[config.mk]
export PLATFORM = sky130hd
export DESIGN_NAME = fifo_ctrl_thresh
export DESIGN_NICKNAME = d
export VERILOG_FILES = /design/src/rtl/fifo_pkg.sv /design/src/rtl/fifo_ptr_wrap.sv /design/src/rtl/fifo_ctrl_thresh.sv
export SDC_FILE = /design/constraint.sdc
export NUM_CORES = 1
export LEC_CHECK = 0
export ABC_AREA = 0
export CAP_MARGIN = 20
export CORE_MARGIN = 8
export CORE_UTILIZATION = 49
export DETAILED_ROUTE_END_ITERATION = 7
export GPL_TIMING_DRIVEN = 0
export PLACE_DENSITY = 0.78
export SYNTH_ARGS = -nofsm -noshare
export SYNTH_HDL_FRONTEND = slang
export SYNTH_SLANG_ARGS = --single-unit
[constraint.sdc]
create_clock -name i_clk -period 3.75 [get_ports i_clk]
set_clock_uncertainty 0.2 [all_clocks]
set_input_delay 0.75 -clock i_clk [delete_from_list [all_inputs] [get_ports i_clk]]
set_output_delay 0.75 -clock i_clk [all_outputs]
set_load 0.03 [all_outputs]
[src/rtl/fifo_pkg.sv]
// ---------------------------------------------------------------------------
// fifo_pkg
//   Shared types and helpers for the threshold FIFO controller.
//   - fifo_op_t : per-cycle operation, encoded as {wr_en, rd_en}
//   - params_ok : legality check for the controller parameters, used at
//                 elaboration time by the controller and pointer modules
// ---------------------------------------------------------------------------
package fifo_pkg;

   typedef enum logic [1:0] {
      OP_NOP  = 2'b00,
      OP_RD   = 2'b01,
      OP_WR   = 2'b10,
      OP_RDWR = 2'b11
   } fifo_op_t;

   // DEPTH must fit in the pointer range, AF_LEVEL in 1..DEPTH and
   // AE_LEVEL in 0..DEPTH-1.
   function automatic bit params_ok(input int aw, input int depth,
                                    input int af, input int ae);
      return (aw >= 1) && (aw <= 30) &&
             (depth >= 2) && (depth <= (1 << aw)) &&
             (af >= 1) && (af <= depth) &&
             (ae >= 0) && (ae <= depth - 1);
   endfunction

endpackage

[src/rtl/fifo_ptr_wrap.sv]
// ---------------------------------------------------------------------------
// fifo_ptr_wrap
//   Registered FIFO pointer with increment enable and synchronous clear.
//   Wraps from DEPTH-1 to 0 by explicit compare, so DEPTH need not be a
//   power of two.
// Ports
//   i_clk  in   1   clock, rising edge
//   i_rst  in   1   asynchronous active-high reset (pointer -> 0)
//   i_clr  in   1   synchronous clear (pointer -> 0), overrides i_inc
//   i_inc  in   1   advance pointer by one
//   o_ptr  out  AW  current pointer value
// ---------------------------------------------------------------------------
module fifo_ptr_wrap
   import fifo_pkg::*;
#(
   parameter int AW    = 4,
   parameter int DEPTH = 16
) (
   input  logic          i_clk,
   input  logic          i_rst,
   input  logic          i_clr,
   input  logic          i_inc,
   output logic [AW-1:0] o_ptr
);

   if (!params_ok(AW, DEPTH, 1, 0)) begin : g_bad_params
      $error("fifo_ptr_wrap: DEPTH must be in 2..2**AW");
   end

   localparam logic [AW-1:0] LAST = AW'(DEPTH - 1);
   localparam logic [AW-1:0] ONE  = AW'(1);

   always_ff @(posedge i_clk or posedge i_rst) begin
      if (i_rst) begin
         o_ptr <= '0;
      end else if (i_clr) begin
         o_ptr <= '0;
      end else if (i_inc) begin
         o_ptr <= (o_ptr == LAST) ? '0 : o_ptr + ONE;
      end
   end

endmodule

[src/rtl/fifo_ctrl_thresh.sv]
// ---------------------------------------------------------------------------
// fifo_ctrl_thresh
//   Pointer/flag controller for a single-clock FIFO built around an external
//   dual-port RAM. Supports arbitrary DEPTH, an occupancy count,
//   almost-full/almost-empty thresholds, synchronous flush and sticky
//   overflow/underflow errors.
// Ports
//   i_clk        in   1     clock, rising edge
//   i_rst        in   1     asynchronous active-high reset
//   i_wr         in   1     push request
//   i_rd         in   1     pop request
//   i_clr        in   1     synchronous flush (highest priority after reset)
//   o_wr_en      out  1     push accepted this cycle (combinational)
//   o_rd_en      out  1     pop accepted this cycle (combinational)
//   o_waddr      out  AW    RAM write address
//   o_raddr      out  AW    RAM read address
//   o_count      out  AW+1  occupancy 0..DEPTH
//   o_full       out  1     count == DEPTH
//   o_empty      out  1     count == 0
//   o_afull      out  1     count >= AF_LEVEL
//   o_aempty     out  1     count <= AE_LEVEL
//   o_overflow   out  1     sticky: push attempted while full
//   o_underflow  out  1     sticky: pop attempted while empty
//
// Handshake: i_wr/i_rd act as valid, and ~o_full/~o_empty act as ready.
// A request is accepted (o_wr_en/o_rd_en high) in the same cycle it is
// presented if the FIFO can take it and i_clr is low; a rejected request
// is dropped, not held, and only leaves its mark in the sticky error flag.
// ---------------------------------------------------------------------------
module fifo_ctrl_thresh
   import fifo_pkg::*;
#(
   parameter int AW       = 4,
   parameter int DEPTH    = 16,
   parameter int AF_LEVEL = 12,
   parameter int AE_LEVEL = 2
) (
   input  logic          i_clk,
   input  logic          i_rst,
   input  logic          i_wr,
   input  logic          i_rd,
   input  logic          i_clr,
   output logic          o_wr_en,
   output logic          o_rd_en,
   output logic [AW-1:0] o_waddr,
   output logic [AW-1:0] o_raddr,
   output logic [AW:0]   o_count,
   output logic          o_full,
   output logic          o_empty,
   output logic          o_afull,
   output logic          o_aempty,
   output logic          o_overflow,
   output logic          o_underflow
);

   if (!params_ok(AW, DEPTH, AF_LEVEL, AE_LEVEL)) begin : g_bad_params
      $error("fifo_ctrl_thresh: illegal DEPTH/AF_LEVEL/AE_LEVEL for AW");
   end

   localparam logic [AW:0] DEPTH_C = (AW+1)'(DEPTH);
   localparam logic [AW:0] AF_C    = (AW+1)'(AF_LEVEL);
   localparam logic [AW:0] AE_C    = (AW+1)'(AE_LEVEL);
   localparam logic [AW:0] ONE_C   = (AW+1)'(1);

   fifo_op_t    op;
   logic [AW:0] count_nxt;
   logic        full_nxt;
   logic        empty_nxt;
   logic        afull_nxt;
   logic        aempty_nxt;
   logic        overflow_nxt;
   logic        underflow_nxt;

   // Acceptance uses the registered flags; a full FIFO still accepts a pop,
   // an empty one still accepts a push, with no pass-through.
   assign o_wr_en = i_wr & ~o_full  & ~i_clr;
   assign o_rd_en = i_rd & ~o_empty & ~i_clr;
   assign op      = fifo_op_t'({o_wr_en, o_rd_en});

   fifo_ptr_wrap #(.AW(AW), .DEPTH(DEPTH)) u_wptr (
      .i_clk (i_clk),
      .i_rst (i_rst),
      .i_clr (i_clr),
      .i_inc (o_wr_en),
      .o_ptr (o_waddr)
   );

   fifo_ptr_wrap #(.AW(AW), .DEPTH(DEPTH)) u_rptr (
      .i_clk (i_clk),
      .i_rst (i_rst),
      .i_clr (i_clr),
      .i_inc (o_rd_en),
      .o_ptr (o_raddr)
   );

   // Flags are registered from the next count so they line up with o_count.
   always_comb begin
      count_nxt     = o_count;
      overflow_nxt  = o_overflow;
      underflow_nxt = o_underflow;
      if (i_clr) begin
         count_nxt     = '0;
         overflow_nxt  = 1'b0;
         underflow_nxt = 1'b0;
      end else begin
         unique case (op)
            OP_WR:   count_nxt = o_count + ONE_C;
            OP_RD:   count_nxt = o_count - ONE_C;
            OP_RDWR: count_nxt = o_count;
            default: count_nxt = o_count;
         endcase
         if (i_wr && o_full)  overflow_nxt  = 1'b1;
         if (i_rd && o_empty) underflow_nxt = 1'b1;
      end
      full_nxt   = (count_nxt == DEPTH_C);
      empty_nxt  = (count_nxt == '0);
      afull_nxt  = (count_nxt >= AF_C);
      aempty_nxt = (count_nxt <= AE_C);
   end

   always_ff @(posedge i_clk or posedge i_rst) begin
      if (i_rst) begin
         o_count     <= '0;
         o_full      <= 1'b0;
         o_empty     <= 1'b1;
         o_afull     <= 1'b0;
         o_aempty    <= 1'b1;
         o_overflow  <= 1'b0;
         o_underflow <= 1'b0;
      end else begin
         o_count     <= count_nxt;
         o_full      <= full_nxt;
         o_empty     <= empty_nxt;
         o_afull     <= afull_nxt;
         o_aempty    <= aempty_nxt;
         o_overflow  <= overflow_nxt;
         o_underflow <= underflow_nxt;
      end
   end

   // Occupancy implied by the pointers, modulo DEPTH.
   logic [AW:0] ptr_diff;
   always_comb begin
      ptr_diff = '0;
      if (o_waddr >= o_raddr) begin
         ptr_diff = {1'b0, o_waddr} - {1'b0, o_raddr};
      end else begin
         ptr_diff = {1'b0, o_waddr} + DEPTH_C - {1'b0, o_raddr};
      end
   end

   always @(posedge i_clk) begin
      if (!i_rst) begin
         if (o_full) begin
            assert (o_waddr == o_raddr);
         end else begin
            assert (o_count == ptr_diff);
         end
         assert (!(o_full && o_empty));
         assert (!(o_wr_en && o_full));
      end
   end

endmodule

# == Word level (Yosys, flattened, before mapping) ==
# Cells that the tools add are included.
# word_totals
regBits,19
inputBits,5
output_inout_bits,21
word_cells,46
# classes
addsub,4
order_cmp,2
n_eq_ne,5
n_mux,12
bitwise,7
reduce_logical,7
# ops
operator,count
two-way mux 4 bit,6
one-hot mux 5 bit (2 select lines),1
"adder 4 x 1 -> 4 bit, second input constant",2
"equality test 4 bit, second input constant",2
nonzero test 2 bit,4
"adder 5 x 1 -> 5 bit, second input constant",1
"equality test 5 bit, second input constant",1
">= comparator 5 x 4 -> 1 bit, second input constant",1
"<= comparator 5 x 2 -> 1 bit, second input constant",1
logical NOT 5 bit,1
two-way mux 5 bit,1
"subtractor 5 x 1 -> 5 bit, second input constant",1
bitwise AND 1 bit,4
two-way mux 1 bit,4
NOT 1 bit,3
"equality test 2 x 1 -> 1 bit, second input constant",1
"equality test 2 bit, second input constant",1
logical AND 1 bit,2

# == Longest topological paths before layout ==
# logic_depth
ltp_word,7
depth_mapped,12
mapped_depth_nobuf,10

# == Modules after synthesis ==
# From an unflattened synthesis, not the netlist that was laid out.
# unflattened
cells_unflattened,115
hier_area_um2,1149.9
# by_module_without_submodules
mod,n_inst,cells_per_inst,area_per_inst_um2,seq_area_each_um2
fifo_ctrl_thresh,1,73,747.0,277.8
fifo_ptr_wrap,2,21,201.4,100.1

# == Least setup slack after synthesis ==
# OpenSTA, ideal clock, no wires.
# synth_path
path_type,input to register
startpoint,input i_rd
endpoint,register o_full
setup_time_ps,69
arrival_ps,3636
t_required_ps,3481
slack_ps,-155
stages,11
path_buffers,1
path_cell_list,nor2b_1 -> and2_1 -> ha_1 -> buf_6 -> xor2_1 -> ha_1 -> nand2b_2 -> a222oi_1 -> mux2_4 -> a2111oi_2 -> and4b_1
# synth_via
elab_chain_len,6
word_cells_on_any_way,7
cone_classes,3 x eq/ne; 2 x mux; 2 x bitwise
# synth_rtl
element,line_no,source
"start, declared",fifo_ctrl_thresh.sv:41,"input logic i_rd,"
bitwise AND 1 bit (*) (2 in series),fifo_ctrl_thresh.sv:77,assign o_rd_en = i_rd & ~o_empty & ~i_clr;
via o_rd_en,fifo_ctrl_thresh.sv:44,"output logic o_rd_en,"
equality test 2 x 1 -> 1 bit or equality test 2 bit (tied branches),fifo_ctrl_thresh.sv:106,unique case (op)
one-hot mux 5 bit (2 select lines) (*),fifo_ctrl_thresh.sv:106,
two-way mux 5 bit (*),fifo_ctrl_thresh.sv:101,if (i_clr) begin
via count_nxt[4],fifo_ctrl_thresh.sv:66,logic [AW:0] count_nxt;
equality test 5 bit (*),fifo_ctrl_thresh.sv:115,full_nxt = (count_nxt == DEPTH_C);
via full_nxt,fifo_ctrl_thresh.sv:67,logic full_nxt;
"end signal, assigned",fifo_ctrl_thresh.sv:132,o_full <= full_nxt;
"end, declared",fifo_ctrl_thresh.sv:48,"output logic o_full,"
# Mark *: on every way through the listed nets, which the timed path passes. The rest lies on a longest branch.
# A chain may end at the register's enable or synchronous reset.

# == Worst setup path after layout ==
# layout_path
startpoint,input i_wr
endpoint,register o_afull
# layout_via
elab_chain_len,6
word_cells_on_any_way,7
cone_classes,1 x order compare; 2 x eq/ne; 2 x mux; 2 x bitwise
# layout_rtl
element,line_no,source
"start, declared",fifo_ctrl_thresh.sv:40,"input logic i_wr,"
bitwise AND 1 bit (*) (2 in series),fifo_ctrl_thresh.sv:76,assign o_wr_en = i_wr & ~o_full & ~i_clr;
equality test 2 x 1 -> 1 bit or equality test 2 bit (tied branches),fifo_ctrl_thresh.sv:106,
one-hot mux 5 bit (2 select lines) (*),fifo_ctrl_thresh.sv:106,
two-way mux 5 bit (*),fifo_ctrl_thresh.sv:101,
via count_nxt[4],fifo_ctrl_thresh.sv:66,
>= comparator 5 x 4 -> 1 bit (*),fifo_ctrl_thresh.sv:117,afull_nxt = (count_nxt >= AF_C);
via afull_nxt,fifo_ctrl_thresh.sv:69,logic afull_nxt;
"end signal, assigned",fifo_ctrl_thresh.sv:134,o_afull <= afull_nxt;
"end, declared",fifo_ctrl_thresh.sv:50,"output logic o_afull,"
# Marks and branches as above.

==> results.cfg <==
[cells_and_area]
drive_gt1_share_pct = 18.1
syn_to_final_growth_pct = 33.7
diodes = 0
nNetsFinal = 160
fin_cells = 177
final_util_pct = 68.8
finalInstanceArea_um2 = 1510

[yosys]
synth_seq_area_share_pct = 42.4
synth_compound_area_share_pct = 15.3
yosys.area.top_type = dfrtp_1
synth.avg_cell_area_um2 = 9.80
yosysWarnings = 0
yosys.cell_count.top_type = dfrtp_1
ys_ff_latch = 19
async_reset_ff_share_pct = 100
synthSimpleGateAreaFrac_pct = 21.8
syn_area_um2 = 1130
synthTopCellsByArea = dfrtp_1 38%, ha_1 5.5%, a21oi_1 5.3%, dfstp_2 4.7%, xor2_1 4.7%
synth.distinct_cells = 35
synth_nets = 125
synth_enable_flop_cells = 0
synth-xor-area-share_pct = 6.22
muxShareOfSynthArea_pct = 3.11
synth_top_area_share_pct = 37.7
synthCells = 115
synth_ff_type = dfrtp_1
synth_top_family_by_area = simple AND/OR/NAND/NOR gates
ys_top_cells_by_count = 17 x dfrtp_1, 13 x nor2_1, 12 x a21oi_1
synthAdderAreaFrac_pct = 5.55

[place]
place_area_um2 = 1410
routabilityCongestion = 0.763
dp_hpwl_um = 1920
portBuffers = 24
dp.cells = 167
place_ws_ns = -0.713

[floorplanning]
ioPinCount = 26
die_area_um2 = 4090
core_area_um2 = 2190
fp-row-count = 17
die_h_um = 64.0
start_util_pct = 51.5
dieWidth_um = 64.0

[global_routing]
grt_first_pass_wirelength_um = 4370
grt_antenna_before_repair = 0
grt_max_degree = 20
first_global_vias = 952
track_usage_pct = 13.1
overflow = 0

[clock_network]
hold_buffers = 0
clock_path_buffers = 2
htreeDepth = 1
cts_tree = yes
cts.sinks = 19
cts_made_buffers = 3
root_buffer = clkbuf_4
path_clk_slew_ns = 0.11
clock_latency_ns = 0.30

[sta]
finalSetupViolCount = 0
finalHoldViolations = 0
worst_pin_slew_ns = 0.696
setup-tns-final_ns = 0
worst_slack_ns = 0.110
post-route-min-period_ns = 3.64
relSlewSlack_pct = 53.6
period_share_pct = 97.1
drv_slew = 0
fmax_ghz = 0.275

[outcome]
status = finished clean

[worst_setup_path]
worstPathMaxFanout = 9
critPathTopFamily = buffers and inverters
cpMostUsedCell = buf_4
crit_path_top_delay_cell = clkdlybuf4s50_1
crit_type = in2reg
cp-end-kind = flop
critPathBufInv = 4
crit_path_cell_trace = clkdlybuf4s50_1, nor2b_4, nand2_1, ha_1, buf_6, xor2_1, ha_2, nand2b_2, a222oi_1, buf_4, mux2_4, a2111oi_4, buf_4, a31o_1
startpoint_type = input port
critPathMaxStageDelay_ns = 0.51
crit_arrival_ns = 3.69
crit_required_ns = 3.80

[routing]
drt-total-wl_um = 2630
viasPerCell = 5.55
dr.pass1.iters = 4
drc_errors = 0
vias = 982
drtIter0Drc = 32
post_drt_wl_per_cell_um = 14.9
ant_nets = 0

[pwr]
ir_drop_mv = 0.278
power-per-cell-area_nw_per_um2 = 313
power.leakage_uw = 0.000671

[flow_run]
max_cap_violations = 0

[min_path]
min_path_type = reg2reg
-- flip-flops by register name, summed over array words and instances, names as in the netlist --
name / cells
o_count: 5
u_rptr.o_ptr: 4
u_wptr.o_ptr: 4
o_aempty: 1
o_afull: 1
o_empty: 1
o_full: 1
o_overflow: 1
o_underflow: 1
-- report_power, final --
part / switching (uW) / internal [uW] / leakage (uW)
registers: 12.7 / 217 / 0.000255
logic: 75.0 / 61.1 / 0.000399
clock network: 66.3 / 39.8 / 0.0000177
-- timing repair --
item	4_1_cts	5_1_grt
pin swaps	1	2
buffers inserted	2	4
setup endpoints to repair	5	5
gates resized for setup	3	2
cloned	0	0
hold endpoints to repair	0	0
-- layer usage --
layer / track usage, % / routed length [um] / vias up
met1: 16.1 / 1130 / 480
met5: 0 / 0 / -
met3: 3.48 / 164 / 2
met4: 5.85 / 19 / 0
met2: 21.0 / 1320 / 28
li1: - / - / 472
-- worst reg2reg max path, stage by stage (launching register included) --
cell and delay (ns):
dfstp_2 0.58, nor2b_4 0.05, and2_4 0.16, ha_1 0.19, buf_6 0.14, xor2_1 0.15
ha_2 0.24, nand2b_2 0.06, a222oi_1 0.32, buf_4 0.18, mux2_4 0.31, a2111oi_4 0.26
buf_4 0.19, a31o_1 0.09
-- layout make-up --
class | instances | area (um^2)
fillers | 182 | 683
inverters | 4 | 15.0
plain buffers | 5 | 48.8
clock buffers | 3 | 22.5
repair buffers | 30 | 285
well taps | 28 | 35.0
flip-flops and latches | 19 | 478
clock inverters | 1 | 5.00
multi-input cells | 87 | 618
-- cell families (layout without fill, tap and decap cells) --
logic type      count (synthesis)  in the layout
xor+xnor                        8              8
buf+inv                         9             43
flops                          19             19
simple gates                   46             46
mux                             3              3
fa+ha+maj                       5              5
compound gates                 25             25
-- per-stage QoR --
stage,hold slack [ns],power [uW]
floorplan,0.424,318
global placement,0.278,356
detailed placement,0.289,360
CTS,0.315,471
global route,0.361,499
finish,0.318,472
-- path summary, 6_finish.rpt --
check | start | end | slack [ns] | depth (start not counted)
worst max-delay path | i_wr | o_afull | 0.11 | 14
worst min-delay path | o_overflow | o_overflow | 0.32 | 2
worst max register to register | o_empty | o_afull | 0.58 | 13
worst min register to register | o_overflow | o_overflow | 0.32 | 2
max in group asynchronous | i_rst | o_count[0] | 2.27 | 2
min in group asynchronous | i_rst | o_underflow | 0.64 | 2
-- placed cells by master (no fill, tap or decap), types with 2 or more instances in the layout --
master	synthesis	layout
buf_6	4	4
nor3_1	3	3
buf_4	0	6
nor2b_1	5	3
a21oi_1	12	12
ha_1	5	4
o21ai_0	4	4
or3_1	3	3
clkbuf_4	0	3
xor2_1	6	6
inv_1	4	4
clkdlybuf4s50_1	0	24
nand2_1	11	11
dfstp_2	2	2
xnor2_1	2	2
nand3_1	2	2
nor2_1	13	13
mux2i_1	2	2
dfrtp_1	17	17
nor2b_4	1	3
No activity file was read; power rests on OpenSTA's default activity.
